===== src/rtl/usb_tx_framer.sv =====
// Packet framer feeding SYNC/PID/payload byte slots to a parallel-in serializer with a payload prefetch FIFO.
// Optional macro USB_TX_FRAMER_SYNC_EN: when defined the SYNC slot is emitted here, otherwise framing starts at PID.
module usb_tx_framer #(
    parameter int MAX_LEN     = 64,
    parameter int BYTE_CYCLES = 8,
    parameter int FIFO_DEPTH  = 4
) (
    input  logic       clk,
    input  logic       rst,
    input  logic       start,
    input  logic [3:0] pid,
    input  logic [6:0] len,
    input  logic [7:0] wr_data,
    input  logic       wr_valid,
    output logic       wr_ready,
    output logic [7:0] tx_byte,
    output logic       load,
    output logic       busy,
    output logic       done,
    output logic       err_underrun
);
    localparam int CNT_W  = (BYTE_CYCLES > 1) ? $clog2(BYTE_CYCLES) : 1;
    localparam int PTR_W  = (FIFO_DEPTH > 1) ? $clog2(FIFO_DEPTH) : 1;
    localparam int OCC_W  = PTR_W + 1;
    localparam logic [CNT_W-1:0] SLOT_LAST  = CNT_W'(BYTE_CYCLES - 1);
    localparam logic [7:0]       MAX_LEN_V  = 8'(MAX_LEN);
    localparam logic [OCC_W-1:0] FIFO_FULLV = OCC_W'(FIFO_DEPTH);

    typedef enum logic [2:0] {
        ST_IDLE,
        ST_SYNC,
        ST_PID,
        ST_DATA,
        ST_GAP
    } state_t;

`ifdef USB_TX_FRAMER_SYNC_EN
    localparam state_t FIRST_STATE = ST_SYNC;
`else
    localparam state_t FIRST_STATE = ST_PID;
`endif

    state_t             state;
    state_t             state_nx;
    logic [CNT_W-1:0]   slot_cnt;
    logic [CNT_W-1:0]   slot_nx;
    logic               slot_end;
    logic               slot_start;

    logic [3:0]         pid_q;
    logic [6:0]         len_q;
    logic [6:0]         acc_cnt;
    logic [6:0]         sent_cnt;
    logic               done_q;
    logic               err_q;

    logic [7:0]         mem [FIFO_DEPTH];
    logic [PTR_W-1:0]   wr_ptr;
    logic [PTR_W-1:0]   rd_ptr;
    logic [OCC_W-1:0]   fifo_cnt;
    logic               fifo_empty;
    logic               fifo_full;
    logic [7:0]         data_q;

    logic               accept;
    logic               enter_data;
    logic               underrun;
    logic               finish;
    logic               pop;
    logic               wr_fire;

    assign slot_end   = (slot_cnt == SLOT_LAST);
    assign slot_start = (slot_cnt == '0);
    assign fifo_empty = (fifo_cnt == '0);
    assign fifo_full  = (fifo_cnt == FIFO_FULLV);

    assign busy         = (state != ST_IDLE);
    assign wr_ready     = busy && !fifo_full && (acc_cnt < len_q);
    assign wr_fire      = wr_valid && wr_ready;
    assign pop          = enter_data && !fifo_empty;
    assign done         = done_q;
    assign err_underrun = err_q;

    always_ff @(posedge clk) begin
        if (rst) begin
            state    <= ST_IDLE;
            slot_cnt <= '0;
        end else begin
            state    <= state_nx;
            slot_cnt <= slot_nx;
        end
    end

    always_comb begin
        state_nx   = state;
        slot_nx    = slot_cnt;
        accept     = 1'b0;
        enter_data = 1'b0;
        underrun   = 1'b0;
        finish     = 1'b0;
        if (state == ST_IDLE) begin
            slot_nx = '0;
            if (start && ({1'b0, len} <= MAX_LEN_V)) begin
                accept   = 1'b1;
                state_nx = FIRST_STATE;
            end
        end else begin
            slot_nx = slot_end ? '0 : slot_cnt + CNT_W'(1);
            if (slot_end) begin
                case (state)
                    ST_SYNC: state_nx = ST_PID;
                    ST_PID: begin
                        if (len_q != '0) enter_data = 1'b1;
                        else             state_nx   = ST_GAP;
                    end
                    ST_DATA: begin
                        if (sent_cnt < len_q) enter_data = 1'b1;
                        else                  state_nx   = ST_GAP;
                    end
                    ST_GAP: begin
                        state_nx = ST_IDLE;
                        finish   = 1'b1;
                    end
                    default: state_nx = ST_IDLE;
                endcase
            end
        end
        // Occupancy is the registered count: a write landing on this edge cannot rescue an empty FIFO.
        if (enter_data) begin
            if (fifo_empty) begin
                underrun = 1'b1;
                state_nx = ST_IDLE;
                slot_nx  = '0;
            end else begin
                state_nx = ST_DATA;
            end
        end
    end

    always_comb begin
        tx_byte = 8'h00;
        load    = 1'b0;
        case (state)
            ST_SYNC: begin
                tx_byte = 8'h80;
                load    = slot_start;
            end
            ST_PID: begin
                tx_byte = {~pid_q, pid_q};
                load    = slot_start;
            end
            ST_DATA: begin
                tx_byte = data_q;
                load    = slot_start;
            end
            default: begin
                tx_byte = 8'h00;
                load    = 1'b0;
            end
        endcase
    end

    always_ff @(posedge clk) begin
        if (rst) begin
            acc_cnt  <= '0;
            sent_cnt <= '0;
            done_q   <= 1'b0;
            err_q    <= 1'b0;
        end else begin
            done_q <= finish;
            if (accept) begin
                acc_cnt  <= '0;
                sent_cnt <= '0;
                err_q    <= 1'b0;
            end else begin
                if (wr_fire)  acc_cnt  <= acc_cnt + 7'd1;
                if (pop)      sent_cnt <= sent_cnt + 7'd1;
                if (underrun) err_q    <= 1'b1;
            end
        end
    end

    always_ff @(posedge clk) begin
        if (accept) begin
            pid_q <= pid;
            len_q <= len;
        end
    end

    // Flush wins over a same-edge write so an aborted packet leaves nothing behind.
    always_ff @(posedge clk) begin
        if (rst || underrun) begin
            wr_ptr   <= '0;
            rd_ptr   <= '0;
            fifo_cnt <= '0;
        end else begin
            if (wr_fire) wr_ptr <= wr_ptr + PTR_W'(1);
            if (pop)     rd_ptr <= rd_ptr + PTR_W'(1);
            case ({wr_fire, pop})
                2'b10:   fifo_cnt <= fifo_cnt + OCC_W'(1);
                2'b01:   fifo_cnt <= fifo_cnt - OCC_W'(1);
                default: fifo_cnt <= fifo_cnt;
            endcase
        end
    end

    always_ff @(posedge clk) begin
        if (wr_fire) mem[wr_ptr] <= wr_data;
        if (pop)     data_q      <= mem[rd_ptr];
    end

endmodule

===== config.mk =====
export PLATFORM = sky130hd
export DESIGN_NAME = usb_tx_framer
export DESIGN_NICKNAME = d
export VERILOG_FILES = /design/src/rtl/usb_tx_framer.sv
export SDC_FILE = /design/constraint.sdc
export NUM_CORES = 1
export LEC_CHECK = 0
export CAP_MARGIN = 40
export CORE_ASPECT_RATIO = 0.75
export CORE_MARGIN = 2
export CORE_UTILIZATION = 60
export DETAILED_ROUTE_END_ITERATION = 6
export PLACE_DENSITY = 0.81
export REMOVE_ABC_BUFFERS = 1
export SLEW_MARGIN = 20
export SYNTH_ARGS = -nofsm -noshare
export SYNTH_HDL_FRONTEND = slang
export SYNTH_SLANG_ARGS = --single-unit

===== constraint.sdc =====
create_clock -name clk -period 5.1 [get_ports clk]
set_input_delay 1.02 -clock clk [delete_from_list [all_inputs] [get_ports clk]]
set_output_delay 1.02 -clock clk [all_outputs]
set_load 0.005 [all_outputs]

==> qor.yml <==
status: "finished clean"
portBuffers: 35
drc: 0
cts_root_buf: "clkbuf_8"
grt_overflow: 0
clkTransAtPathRegs_ns: 0.09
gp_congestion: 0.819
syn_to_final_growth_pct: 16.4
switching_power_uw: 277
hpwl_mm: 5.08
rsz0062_at_grt: "false"
grt_pass1_vias: 2370
fp.dieH_microns: 71.5
postPlaceCellArea_sq_um: 4050
yosys_most_used_dff: "edfxtp_1"
routed_wl_mm: 7.02
cts_made_buffers: 9
skew_ns: 0.0187
crit_path_end_kind: "primary output"
ys_async_sr_fraction_pct: 0
drv_slew: 0
start_util_pct: 62.3
fillers: 403
required_ns: 4.08
via_per_inst: 5.71
drive_gt1_share_pct: 9.17
ant_nets: 0
cts_max_level: 3
comb_power_share_pct: 6.5
syn_area_sq_um: 3650
p_leak_nw: 1.49
p_seq_share_pct: 56.8
cts_tree: "yes"
postCtsSetupBuffers: 0
grt_usage_pct: 23.3
grt_pass1_wl_mm: 11.6
yosysSeqAreaShare_pct: 57.9
report.final.hold_viol_count: 0
syn_inst: 296
synth_seq_cells: 80
vias: 2377
critPathMaxFanout: 9
antenna_found_initial: 0
layout_min_cycle_time_ns: 3.58
clock_latency_ns: 0.37
drtPass1Iterations: 4
nNetsFinal: 379
ctsHoldBuffers: 0
tightest_slew_ns: 0.663
cap_violations: 0
fp-row-count: 24
worst_slew_margin_rel_pct: 55.7
swShare_pct: 22.4
syn_avg_cell_area_sq_um: 12.3
min_path_type: "flop to flop"
design_area_sq_um: 4240
critical_path_class: "flop to primary output"
timing.fmax_mhz: 279
irDropWorstVdd_uv: 162
dieArea_sq_um: 6720
io_pins: 36
grt_max_degree: 18
cts_sinks: 80
dieWidth_microns: 94.0
wl_per_cell_microns: 16.9
synth_edf_count: 51
drt-initial-drc-count: 164
crit_start: "len_q[6]"
cts_resized: 0
p_per_area_nw_per_um2: 292
hp-start: "err_underrun"
cp_data_arrival_time_ns: 2.56
worst_setup_path_start_kind: "flop"
setup-violations-final: 0
p_int_uw: 961
clock_path_buffers: 2
timing.rr.start: "len_q[6]"
n_antenna_cell: 0
yosys.cell_types.count: 55
fin_crit_sh_pct: 70.2
ys_warn_count: 0
fin_tns_setup_ns: 0
core-area_sq_um: 5860
clkPwrFrac_pct: 36.7
[cell usage after synthesis (all sizes together) (2+ instances only)]
cell type	instances	area, sq um
edfxtp	51	1530
dfxtp	29	581
nor2	27	101
a21oi	23	119
ha	22	275
inv	17	66.3
nand2	15	56.3
o21ai	12	63.8
and3	8	50.1
mux4	8	180
buf	7	40.0
nor2b	7	43.8
nor3	6	35.0
and2	5	31.3
or3	5	31.3
xor2	5	43.8
nand3	4	20.0
a31oi	3	33.8
nand2b	3	18.8
nand4	3	18.8
o31ai	3	22.5
or4	3	22.5
xnor2	3	26.3
a211oi	2	20.0
a21boi	2	15.0
clkbuf	2	7.51
nor4	2	12.5
o211ai	2	28.8
or2	2	12.5
[layout by cell type, fill, tap and decap left out, types with 2 or more instances in the layout]
cell type	Yosys	final
or4_1	3	3
nor3_1	5	5
clkinvlp_4	0	4
edfxtp_1	51	51
and2_1	5	5
nand2b_1	3	3
or2_1	2	2
nand2_1	15	15
o31ai_1	3	3
xnor2_1	3	3
o21ai_0	10	10
nor4_1	2	2
nand3_1	4	4
a21oi_1	22	22
clkbuf_8	0	9
nor2b_1	7	7
inv_1	16	16
xor2_1	5	5
and3_1	8	8
mux4_2	8	8
or3_1	5	5
nand4_1	3	3
ha_1	22	22
nor2_1	27	27
dfxtp_1	29	29
clkdlybuf4s50_1	0	35
a31oi_1	2	2
[layout make-up]
type | instances | area, sq um | share of cell area (%)
clock buffer | 9 | 124 | 2.92
clock inverter | 7 | 72.6 | 1.71
inverter | 18 | 71.3 | 1.68
multi-input combinational | 189 | 1420 | 33.4
sequential | 80 | 2110 | 49.8
tap | 78 | 97.6 | 2.30
timing repair buffer | 35 | 350 | 8.25
[per-stage QoR]
step | utilization, % | setup slack [ns] | cells | total power [mW] | hold slack, ns
4_1_cts | 72.5 | 1.51 | 416 | 1.25 | 0.458
3_5_place_dp | 69.1 | 1.24 | 400 | 0.798 | 0.445
2_1_floorplan | - | 2.13 | 287 | 0.754 | 0.425
6_report | 72.5 | 1.52 | 416 | 1.24 | 0.456
5_1_grt | 72.5 | 1.35 | 416 | 1.28 | 0.471
3_3_place_gp | 69.1 | 1.43 | 400 | 0.795 | 0.445
[state kept, by name, summed over array words and instances, names as in the netlist, 2 cells and up]
register / cells
acc_cnt: 7
mem: 32
slot_cnt: 3
wr_ptr: 2
pid_q: 4
len_q: 7
data_q: 8
state: 3
fifo_cnt: 3
sent_cnt: 7
rd_ptr: 2
[critical path, stage by stage (launching register included)]
cell and delay [ns]:
edfxtp_1 0.41, inv_1 0.14, ha_1 0.27, a21oi_1 0.24, o211ai_4 0.12, a31oi_4 0.28, a21boi_0 0.22, clkdlybuf4s50_1 0.52
[metal layers]
layer  global-route usage [%]  vias up  wire [microns]
met3                     6.31       14             570
li1                         -     1173               -
met4                     8.05        0             147
met1                     33.2     1096            3090
met2                     35.1       94            3200
met5                        0        -               0
[cell families after synthesis]
group / share of synthesized area (%)
xor gates and xnor gates: 1.92
and+or+nand+nor: 13.9
AOI/OAI and AO/OA: 9.71
DFF: 57.9
buffers and inverters: 3.26
adders and majority gates: 8.10
muxes: 5.21
[final timing paths]
check                           slack, ns      endpoint  depth (start not counted)
worst max-delay path                 1.52      wr_ready                          7
worst min-delay path                 0.46  err_underrun                          2
worst max register to register       1.92   fifo_cnt[2]                         14
worst min register to register       0.46  err_underrun                          2
[power groups by stage]
| stage | registers (mW) | logic [mW] | clock network [mW] |
|---|---|---|---|
| after global routing | 0.704 | 0.0891 | 0.490 |
| after floorplan | 0.716 | 0.0378 | 0 |
| final | 0.703 | 0.0805 | 0.454 |
| after global placement | 0.717 | 0.0774 | 0 |
| after detailed placement | 0.718 | 0.0798 | 0 |
| after CTS | 0.703 | 0.0805 | 0.462 |
Power figures use the tool's default switching activity.
